`src/rtl/uart_pkg.sv`:
```
// Shared definitions for the configurable UART receiver: parity encodings,
// receive FSM states and a constant-foldable ceil(log2) helper.
package uart_pkg;

    // Parity selection values for the PARITY parameter
    localparam int PAR_NONE = 0;
    localparam int PAR_ODD  = 1;
    localparam int PAR_EVEN = 2;

    // Receive FSM states
    typedef enum logic [2:0] {
        ST_WAIT_INIT,
        ST_IDLE,
        ST_START,
        ST_DATA,
        ST_PARITY,
        ST_STOP,
        ST_BREAK
    } rx_state_t;

    // ceil(log2(value)); returns 0 for value <= 1
    function automatic int clog2(input int value);
        int result;
        int rem;
        result = 0;
        rem    = value - 1;
        while (rem > 0) begin
            result = result + 1;
            rem    = rem >> 1;
        end
        return result;
    endfunction

endpackage

```
`src/rtl/uart_rx_filter.sv`:
```
// RX line conditioning: 2-flop synchroniser followed by a saturating
// up/down counter stepped once per oversample tick. The filtered line only
// flips when the counter reaches all-ones or zero, so short glitches vanish.
module uart_rx_filter
    import uart_pkg::*;
#(
    parameter int FILTER_BITS = 3
) (
    input  logic clk,
    input  logic rst_n,
    input  logic tick,
    input  logic pin,
    output logic line
);

    localparam logic [FILTER_BITS-1:0] CNT_MAX = '1;

    logic                   sync_1;
    logic                   sync_2;
    logic [FILTER_BITS-1:0] cnt;

    // Two-flop synchroniser; resets to the idle (high) level
    always_ff @(posedge clk or negedge rst_n) begin
        if (!rst_n) begin
            sync_1 <= 1'b1;
            sync_2 <= 1'b1;
        end else begin
            // NOTE: non-blocking assignments make sync_2 take the old sync_1,
            // giving two real flop stages regardless of statement order.
            sync_1 <= pin;
            sync_2 <= sync_1;
        end
    end

    // Saturating counter steps toward the synchronised level on each tick
    always_ff @(posedge clk or negedge rst_n) begin
        if (!rst_n) begin
            cnt <= CNT_MAX;
        end else if (tick) begin
            if (sync_2 && (cnt != CNT_MAX)) begin
                cnt <= cnt + 1'b1;
            end else if (!sync_2 && (cnt != '0)) begin
                cnt <= cnt - 1'b1;
            end
        end
    end

    // Filtered line switches only at the counter extremes, holds in between
    always_ff @(posedge clk or negedge rst_n) begin
        if (!rst_n) begin
            line <= 1'b1;
        end else if (cnt == CNT_MAX) begin
            line <= 1'b1;
        end else if (cnt == '0) begin
            line <= 1'b0;
        end
    end

endmodule

```
`src/rtl/uart_rx_cfg.sv`:
```
// Parametrised UART receiver. Oversamples the filtered RX line, samples each
// bit at mid-bit, and presents each word on a valid/ready output register
// with parity, framing and sticky overrun flags.
// Optional build macro UART_RX_BREAK_DET_EN: an all-zero frame is reported
// as a one-cycle rx_break pulse instead of being committed as a word.
module uart_rx_cfg
    import uart_pkg::*;
#(
    parameter int CLK_DIV      = 27,
    parameter int OVERSAMPLING = 16,
    parameter int DATA_BITS    = 8,
    parameter int PARITY       = 0,
    parameter int STOP_BITS    = 1,
    parameter int FILTER_BITS  = 3,
    parameter int STARTUP_WAIT = 2000000
) (
    input  logic                 clk,
    input  logic                 rst_n,
    input  logic                 rx_pin,
    output logic [DATA_BITS-1:0] rx_data,
    output logic                 rx_valid,
    input  logic                 rx_ready,
    output logic                 rx_parity_err,
    output logic                 rx_frame_err,
    output logic                 rx_overrun,
    output logic                 rx_break
);

    localparam int DIV_W  = (CLK_DIV > 1) ? clog2(CLK_DIV) : 1;
    localparam int PH_W   = clog2(OVERSAMPLING);
    localparam int BIT_W  = clog2(DATA_BITS + 1);
    localparam int INIT_W = (STARTUP_WAIT > 1) ? clog2(STARTUP_WAIT) : 1;

    localparam logic [DIV_W-1:0]  DIV_LAST  = DIV_W'(CLK_DIV - 1);
    localparam logic [PH_W-1:0]   PH_MID    = PH_W'(OVERSAMPLING / 2 - 1);
    localparam logic [PH_W-1:0]   PH_LAST   = PH_W'(OVERSAMPLING - 1);
    localparam logic [BIT_W-1:0]  DATA_LAST = BIT_W'(DATA_BITS - 1);
    localparam logic [BIT_W-1:0]  STOP_LAST = BIT_W'(STOP_BITS - 1);
    localparam logic [INIT_W-1:0] INIT_LAST = INIT_W'(STARTUP_WAIT - 1);

    rx_state_t            state;
    rx_state_t            state_next;
    logic [DIV_W-1:0]     div_cnt;
    logic [INIT_W-1:0]    init_cnt;
    logic [PH_W-1:0]      phase;
    logic [BIT_W-1:0]     bit_cnt;
    logic [DATA_BITS-1:0] shift_reg;
    logic                 par_err;
    logic                 frame_err;
    logic                 tick;
    logic                 line;
    logic                 sample;
    logic                 init_done;
    logic                 commit;
    logic                 brk_det;

    uart_rx_filter #(
        .FILTER_BITS(FILTER_BITS)
    ) u_filter (
        .clk  (clk),
        .rst_n(rst_n),
        .tick (tick),
        .pin  (rx_pin),
        .line (line)
    );

    assign tick      = (div_cnt == DIV_LAST);
    assign sample    = tick && (phase == PH_LAST);
    assign init_done = (init_cnt == INIT_LAST);

    // Oversample tick divider, wraps at CLK_DIV-1
    always_ff @(posedge clk or negedge rst_n) begin
        if (!rst_n) begin
            div_cnt <= '0;
        end else if (tick) begin
            div_cnt <= '0;
        end else begin
            div_cnt <= div_cnt + 1'b1;
        end
    end

    // Start-up hold-off counter, only runs while waiting after reset
    always_ff @(posedge clk or negedge rst_n) begin
        if (!rst_n) begin
            init_cnt <= '0;
        end else if ((state == ST_WAIT_INIT) && !init_done) begin
            init_cnt <= init_cnt + 1'b1;
        end
    end

`ifdef UART_RX_BREAK_DET_EN
    logic all_zero;
    logic brk_q;
`endif

    // FSM state register
    always_ff @(posedge clk or negedge rst_n) begin
        if (!rst_n) begin
            state <= ST_WAIT_INIT;
        end else begin
            state <= state_next;
        end
    end

    // FSM next state plus commit / break strobes for the last stop sample
    always_comb begin
        // NOTE: every output of this block gets a default first so no latch
        // is inferred on paths that do not assign it.
        state_next = state;
        commit     = 1'b0;
        brk_det    = 1'b0;
        case (state)
            ST_WAIT_INIT: begin
                if (init_done) state_next = ST_IDLE;
            end
            ST_IDLE: begin
                if (tick && !line) state_next = ST_START;
            end
            ST_START: begin
                if (tick && (phase == PH_MID)) begin
                    state_next = line ? ST_IDLE : ST_DATA;
                end
            end
            ST_DATA: begin
                if (sample && (bit_cnt == DATA_LAST)) begin
                    state_next = (PARITY != PAR_NONE) ? ST_PARITY : ST_STOP;
                end
            end
            ST_PARITY: begin
                if (sample) state_next = ST_STOP;
            end
            ST_STOP: begin
                if (sample && (bit_cnt == STOP_LAST)) begin
`ifdef UART_RX_BREAK_DET_EN
                    if (all_zero && !line) begin
                        brk_det = 1'b1;
                    end else begin
                        commit = 1'b1;
                    end
`else
                    commit = 1'b1;
`endif
                    // A low final stop sample must see the line go idle first
                    state_next = line ? ST_IDLE : ST_BREAK;
                end
            end
            ST_BREAK: begin
                if (tick && line) state_next = ST_IDLE;
            end
            default: state_next = ST_WAIT_INIT;
        endcase
    end

    // Frame datapath: phase counter, bit counter, shift register, error flags
    always_ff @(posedge clk or negedge rst_n) begin
        if (!rst_n) begin
            phase     <= '0;
            bit_cnt   <= '0;
            shift_reg <= '0;
            par_err   <= 1'b0;
            frame_err <= 1'b0;
`ifdef UART_RX_BREAK_DET_EN
            all_zero  <= 1'b0;
`endif
        end else if (tick) begin
            case (state)
                ST_IDLE: begin
                    phase <= '0;
                end
                ST_START: begin
                    if (phase == PH_MID) begin
                        phase     <= '0;
                        bit_cnt   <= '0;
                        par_err   <= 1'b0;
                        frame_err <= 1'b0;
`ifdef UART_RX_BREAK_DET_EN
                        all_zero  <= 1'b1;
`endif
                    end else begin
                        phase <= phase + 1'b1;
                    end
                end
                ST_DATA, ST_PARITY, ST_STOP: begin
                    if (phase == PH_LAST) begin
                        phase <= '0;
`ifdef UART_RX_BREAK_DET_EN
                        all_zero <= all_zero & ~line;
`endif
                        if (state == ST_DATA) begin
                            // LSB arrives first, so shift right into the MSB
                            shift_reg <= {line, shift_reg[DATA_BITS-1:1]};
                            bit_cnt   <= (bit_cnt == DATA_LAST) ? '0 : bit_cnt + 1'b1;
                        end else if (state == ST_PARITY) begin
                            par_err <= (PARITY == PAR_ODD) ? ~(^shift_reg ^ line)
                                                           :  (^shift_reg ^ line);
                        end else begin
                            frame_err <= frame_err | ~line;
                            bit_cnt   <= bit_cnt + 1'b1;
                        end
                    end else begin
                        phase <= phase + 1'b1;
                    end
                end
                default: begin
                    phase <= '0;
                end
            endcase
        end
    end

    // Output word register with valid/ready handshake and sticky overrun
    always_ff @(posedge clk or negedge rst_n) begin
        if (!rst_n) begin
            rx_data       <= '0;
            rx_valid      <= 1'b0;
            rx_parity_err <= 1'b0;
            rx_frame_err  <= 1'b0;
            rx_overrun    <= 1'b0;
        end else begin
            if (commit && (!rx_valid || rx_ready)) begin
                rx_data       <= shift_reg;
                rx_parity_err <= par_err;
                rx_frame_err  <= frame_err | ~line;
                rx_valid      <= 1'b1;
            end else begin
                if (commit) begin
                    rx_overrun <= 1'b1;
                end
                if (rx_valid && rx_ready) begin
                    rx_valid <= 1'b0;
                end
            end
        end
    end

`ifdef UART_RX_BREAK_DET_EN
    // One-cycle break pulse, aligned with where a commit would have landed
    always_ff @(posedge clk or negedge rst_n) begin
        if (!rst_n) begin
            brk_q <= 1'b0;
        end else begin
            brk_q <= brk_det;
        end
    end
    assign rx_break = brk_q;
`else
    assign rx_break = 1'b0;
`endif

endmodule

```
`config.mk`:
```
export PLATFORM = sky130hd
export DESIGN_NAME = uart_rx_cfg
export DESIGN_NICKNAME = d
export VERILOG_FILES = /design/src/rtl/uart_pkg.sv /design/src/rtl/uart_rx_filter.sv /design/src/rtl/uart_rx_cfg.sv
export SDC_FILE = /design/constraint.sdc
export NUM_CORES = 1
export LEC_CHECK = 0
export ABC_AREA = 1
export BUFFER_PORTS_ARGS = -buffer_cell sky130_fd_sc_hd__buf_2
export CORE_ASPECT_RATIO = 1.4
export CORE_MARGIN = 8
export CORE_UTILIZATION = 59
export CTS_CLUSTER_DIAMETER = 150
export CTS_CLUSTER_SIZE = 20
export DETAILED_ROUTE_END_ITERATION = 8
export PLACE_DENSITY = 0.77
export SYNTH_ARGS = -nofsm -noshare
export SYNTH_HDL_FRONTEND = slang
export SYNTH_SLANG_ARGS = --single-unit
```
`constraint.sdc`:
```
create_clock -name clk -period 4.4 [get_ports clk]
set_clock_uncertainty 0.1 [all_clocks]
set_input_delay 0.88 -clock clk [delete_from_list [all_inputs] [get_ports clk]]
set_output_delay 0.88 -clock clk [all_outputs]
set_load 0.03 [all_outputs]
```
Word-level counts from Yosys, hierarchy flattened
Index checks and enable logic that the tools add are counted.

cells by class
  $add $sub $neg = 6
  eq/ne operators = 26
  mux-type cells = 37
  bitwise logic cells = 4
  reduce and logical (&&, ||, !) cells = 33

operators with widths
  kind                     number
  $mux W3                  10
  $mux W4                  7
  $ne A2 B2 Y1 const B     12
  $add A21 B1 Y21 const B  1
  $eq A21 B21 Y1 const B   1
  $pmux W3 S7              1
  $pmux W4 S2              2
  $mux W1                  13
  $eq A3 B3 Y1 const B     4
  $reduce_and A6 Y1        2
  $logic_and A1 B1 Y1      11
  $add A4 B1 Y4 const B    2
  $eq A4 B3 Y1 const B     2
  $reduce_bool A2 Y1       4
  $reduce_xor A8 Y1        1
  $reduce_and A7 Y1        1
  $eq A3 B2 Y1 const B     2
  $logic_not A3 Y1         2
  $ne A3 B3 Y1 const B     2
  $add A5 B1 Y5 const B    1
  $eq A5 B5 Y1 const B     1
  $mux W5                  1
  $reduce_and A5 Y1        1
  $eq A4 B4 Y1 const B     1
  other kinds (15)         21

word-level totals
  bits in registers = 65
  output and inout bits = 13
  word-level logic and storage cells = 123

Logic depth before layout (Yosys ltp)
  word-level depth = 8
  gate-level depth with buffers = 11
  depth with buffers taken out = 11

Modules after synthesis
A second synthesis with hierarchy kept.

unflattened totals
  cells, all modules = 522
  area total of the unflattened synthesis = 3880.0 um^2

by module, submodules not included
  module          instances  cells an instance  area each (um^2)  seq. area each (um^2)
  uart_rx_cfg     1          489                3560.9            1476.4
  uart_rx_filter  1          33                 319.1             157.7

Worst setup path before layout
No wires, ideal clock.

  path kind = register -> register
  start = register div_cnt[0]
  end = register rx_data[5]
  data arrival time = 1386 ps
  required time = 4178 ps
  slack = 2792 ps
  cell stages (with the launch flop) = 11
  path buffers = 1
  period minus slack after synthesis = 1608 ps
  cells stage by stage = dfrtp_1 > inv_1 > ha_1 > nand2_1 > nor2_4 > nand3_2 > nor2_2 > nand2_1 > buf_2 > nand2_1 > o21ai_1

on the way
  longest elaborated chain between the ends = 6

RTL lines
  what                    line                RTL
  from (decl)             uart_rx_cfg.sv:43   logic [DIV_W-1:0] div_cnt;
  from (signal assigned)  uart_rx_cfg.sv:78   div_cnt <= div_cnt + 1'b1;
  $eq A5 B5 Y1            uart_rx_cfg.sv:67   assign tick = (div_cnt == DIV_LAST);
  $logic_and A1 B1 Y1     uart_rx_cfg.sv:68   assign sample = tick && (phase == PH_LAST);
  $logic_and A1 B1 Y1     uart_rx_cfg.sv:133  if (sample && (bit_cnt == STOP_LAST)) begin
  $mux W1                 uart_rx_cfg.sv:133
  $mux W1                 uart_rx_cfg.sv:112  case (state)
  $logic_and A1 B1 Y1     uart_rx_cfg.sv:220  if (commit && (!rx_valid || rx_ready)) begin
  to (signal assigned)    uart_rx_cfg.sv:221  rx_data <= shift_reg;
  to (decl)               uart_rx_cfg.sv:20   output logic [DATA_BITS-1:0] rx_data,

Every way passes these cells.
A chain may end at the register's enable or synchronous reset.

Worst setup path after layout
  start = register div_cnt[0]
  end = register rx_data[1]

The elaborated chain is that of the path after synthesis.

==> impl_metrics.tcl <==
set metrics [dict create \
    cts_tree "yes" \
    rsz0062_at_grt "false" \
    min_path_type "flop to flop" \
    numCtsBuffers 9 \
    synth.area.top_cells "dfrtp_1 40%, nand2_1 15%, inv_1 5.0%" \
    drc 0 \
    slew_violations 0 \
    layout_commonest_cell "nand2_1" \
    dieHeight_um 110 \
    grt_util_met2_pct 29.9 \
    synth_edf_count 0 \
    finalCritPeriodShare_pct 49.4 \
    vias_per_cell 5.38 \
    clockRootBuffer "clkbuf_8" \
    r2r_start "div_cnt[0]$_DFF_PN0_" \
    largest_reg_flops 21 \
    hold_viol_final 0 \
    grt_overflow_total 0 \
    outcome "complete, no violations" \
    required_ps 4520 \
    grt_pass1_wl_mm 13.0 \
    dpl.hpwl_mm 5.49 \
    synth_ff_type "dfrtp_1" \
    power_frac_comb_pct 1.9 \
    end_kind "flop" \
    drt_iter0_drc 224 \
    synth_cell_type_count 38 \
    final-setup-viol-count 0 \
    cp_common_cell "nand2_1" \
    layout_common_cells "150 x nand2_1, 59 x dfrtp_1, 49 x inv_1, 42 x nor2_1, 28 x nand3_1" \
    swShare_pct 21.8 \
    clock_sinks 65 \
    final.min_clock_period_ps 2170 \
    grt_usage_pct 17.6 \
    p_leak_nw 1.90 \
    fin_total_pwr_w 0.00121 \
    clkTransAtPathRegs_ps 70 \
    max_cap_viol_count 0 \
    post-cts-setup-buffers 0 \
    timing.slew.headroom_pct 37.2 \
    critical_path_class "flop to flop" \
    core-area_um2 6170 \
    numPortBuffers 15 \
    wl_mm 7.53 \
    wl_per_cell_um 13.3 \
    met3_usage_pct 3.63 \
    startpoint_type "flop" \
    postSynthCellCount 474 \
    cts_resized 0 \
    antenna_left 0 \
    hold_start "u_filter.sync_1$_DFF_PN1_" \
    cp.arrival_ps 2290 \
    clock.fmax_mhz 460 \
    fp.dieW_um 83.1 \
    worstPathCellList "inv_1 -> ha_1 -> nand2_1 -> nor2_4 -> nand3_2 -> nor2_2 -> nand2_1 -> nand2_1 -> o21ai_1" \
    worstSetupStartpoint "div_cnt[0]$_DFF_PN0_" \
    worst-slew-pin-transition_ps 941 \
    ys_ff_latch 65 \
    yosys.area.top_type "dfrtp_1" \
    ff2ff_setup_slack_ps 2230 \
    top_usage_layer "met2" \
    ys_seq_area_share_pct 44.0 \
    drive_above_1_share_pct 15.6 \
    syn_avg_cell_area_um2 7.84 \
    yosysWarnings 0 \
    critPathSlowestCell "dfrtp_1" \
    start_util_pct 60.2 \
    cts-htree-levels 3 \
    place_ws_ps 2210 \
    clkLatencyLatePin_ps 350 \
    final_nets 501 \
    layoutNonFillerInstCount 567 \
    netSwitchingPower_w 0.000264 \
    fillerInstances 537 \
    max_stage_delay_ps 410 \
    yosys.area.top_type_share_pct 39.7 \
    rows 34 \
    power.density_nw_per_um2 300 \
    antenna_cells 0 \
    die_area_um2 9130 \
    holdBufCountCts 0 \
    grt_pass1_vias 2795 \
    setup_tns_ps 0 \
    dpl.cell_count 551 \
    cp_max_fo 20 \
    syn_nets 485 \
    syn-cell-area_um2 3710 \
    grt_use_met1_pct 20.5 \
    peakVddDrop_uv 218 \
    hold_ws_ps 256 \
    synthArstFlopShare_pct 100 \
    gp_congestion 0.880 \
    cts_buffer_depth 2 \
    antenna_found_initial 0 \
    grt_max_degree 42 \
    layout_setup_ws_ps 2230 \
    design.portCount 17 \
    synthToLayoutAreaGrowth_pct 8.39 \
    via_count 3051 \
    intPower_w 0.000944 \
    drtPass1Iterations 4 \
    seqPwrFrac_pct 50.1 \
    clockPowerShare_pct 47.9 \
]
## power by group through the flow
stage | logic (W) | clock network, W | registers, W
floorplan | 0.00000944 | 0 | 0.000616
global placement | 0.0000238 | 0 | 0.000617
detailed placement | 0.0000244 | 0 | 0.000617
CTS | 0.0000244 | 0.000586 | 0.000605
global route | 0.0000275 | 0.000612 | 0.000606
finish | 0.0000235 | 0.000579 | 0.000605
## cell families (layout without fill, tap and decap cells)
| group | Yosys count | count (layout) | share of synthesized area (%) |
|---|---|---|---|
| AO/OA/AOI/OAI | 57 | 57 | 8.79 |
| XOR/XNOR | 17 | 17 | 4.01 |
| adder cells (fa/ha/maj) | 7 | 7 | 2.56 |
| buffers and inverters | 65 | 86 | 8.02 |
| flip-flops | 65 | 65 | 44.0 |
| other | 1 | 1 | 0.101 |
| AND/OR/NAND/NOR | 262 | 262 | 32.5 |
## synth_stat cells (6+ instances only)
cell / count
xnor2_1: 6
inv_1: 49
dfstp_2: 6
nand2_1: 150
o21ai_1: 14
nor2_1: 42
o21ai_2: 8
nand3_1: 28
dfrtp_1: 59
xor2_1: 11
nand3_2: 8
nand4_1: 9
ha_1: 6
o21ai_0: 27
## worst paths after layout
check	to	depth (start not counted)
max	rx_data[1]$_DFFE_PN0P_	9
min	u_filter.sync_2$_DFF_PN1_	0
max reg2reg	rx_data[1]$_DFFE_PN0P_	9
min reg2reg	u_filter.sync_2$_DFF_PN1_	0
max in group asynchronous	u_filter.sync_2$_DFF_PN1_	2
min in group asynchronous	init_cnt[10]$_DFFE_PN0P_	1
## area by class of cell
| class | instances | area (um2) | share of cell area, % |
|---|---|---|---|
| flip-flops and latches | 65 | 1630 | 40.6 |
| multi-input cells | 344 | 1780 | 44.3 |
| repair buffers | 16 | 82.6 | 2.05 |
| clock buffers | 10 | 138 | 3.42 |
| well taps | 72 | 90.1 | 2.24 |
| clock inverters | 6 | 91.3 | 2.27 |
| inverters | 54 | 208 | 5.16 |
## worst max-delay path: cells and delay by family (launching register included)
kind | cells | cell delay, ps
and+or+nand+nor | 6 | 1250
DFF | 1 | 410
adders and majority gates | 1 | 140
buffers and inverters | 1 | 70
AOI/OAI and AO/OA | 1 | 70
## per-stage QoR
step,cell area [um2],util (%)
after floorplan,3710,-
after global placement,3800,61.6
after global routing,4030,65.3
final,4030,65.3
after CTS,4030,65.3
after detailed placement,3800,61.6
## metal layers
layer / part of all wire (%) / vias to the layer above
li1: - / 1539
met1: 43 / 1450
met2: 51 / 46
met3: 3.3 / 16
met4: 2.6 / 0
met5: 0 / -
(Power assumes the default switching activity.)
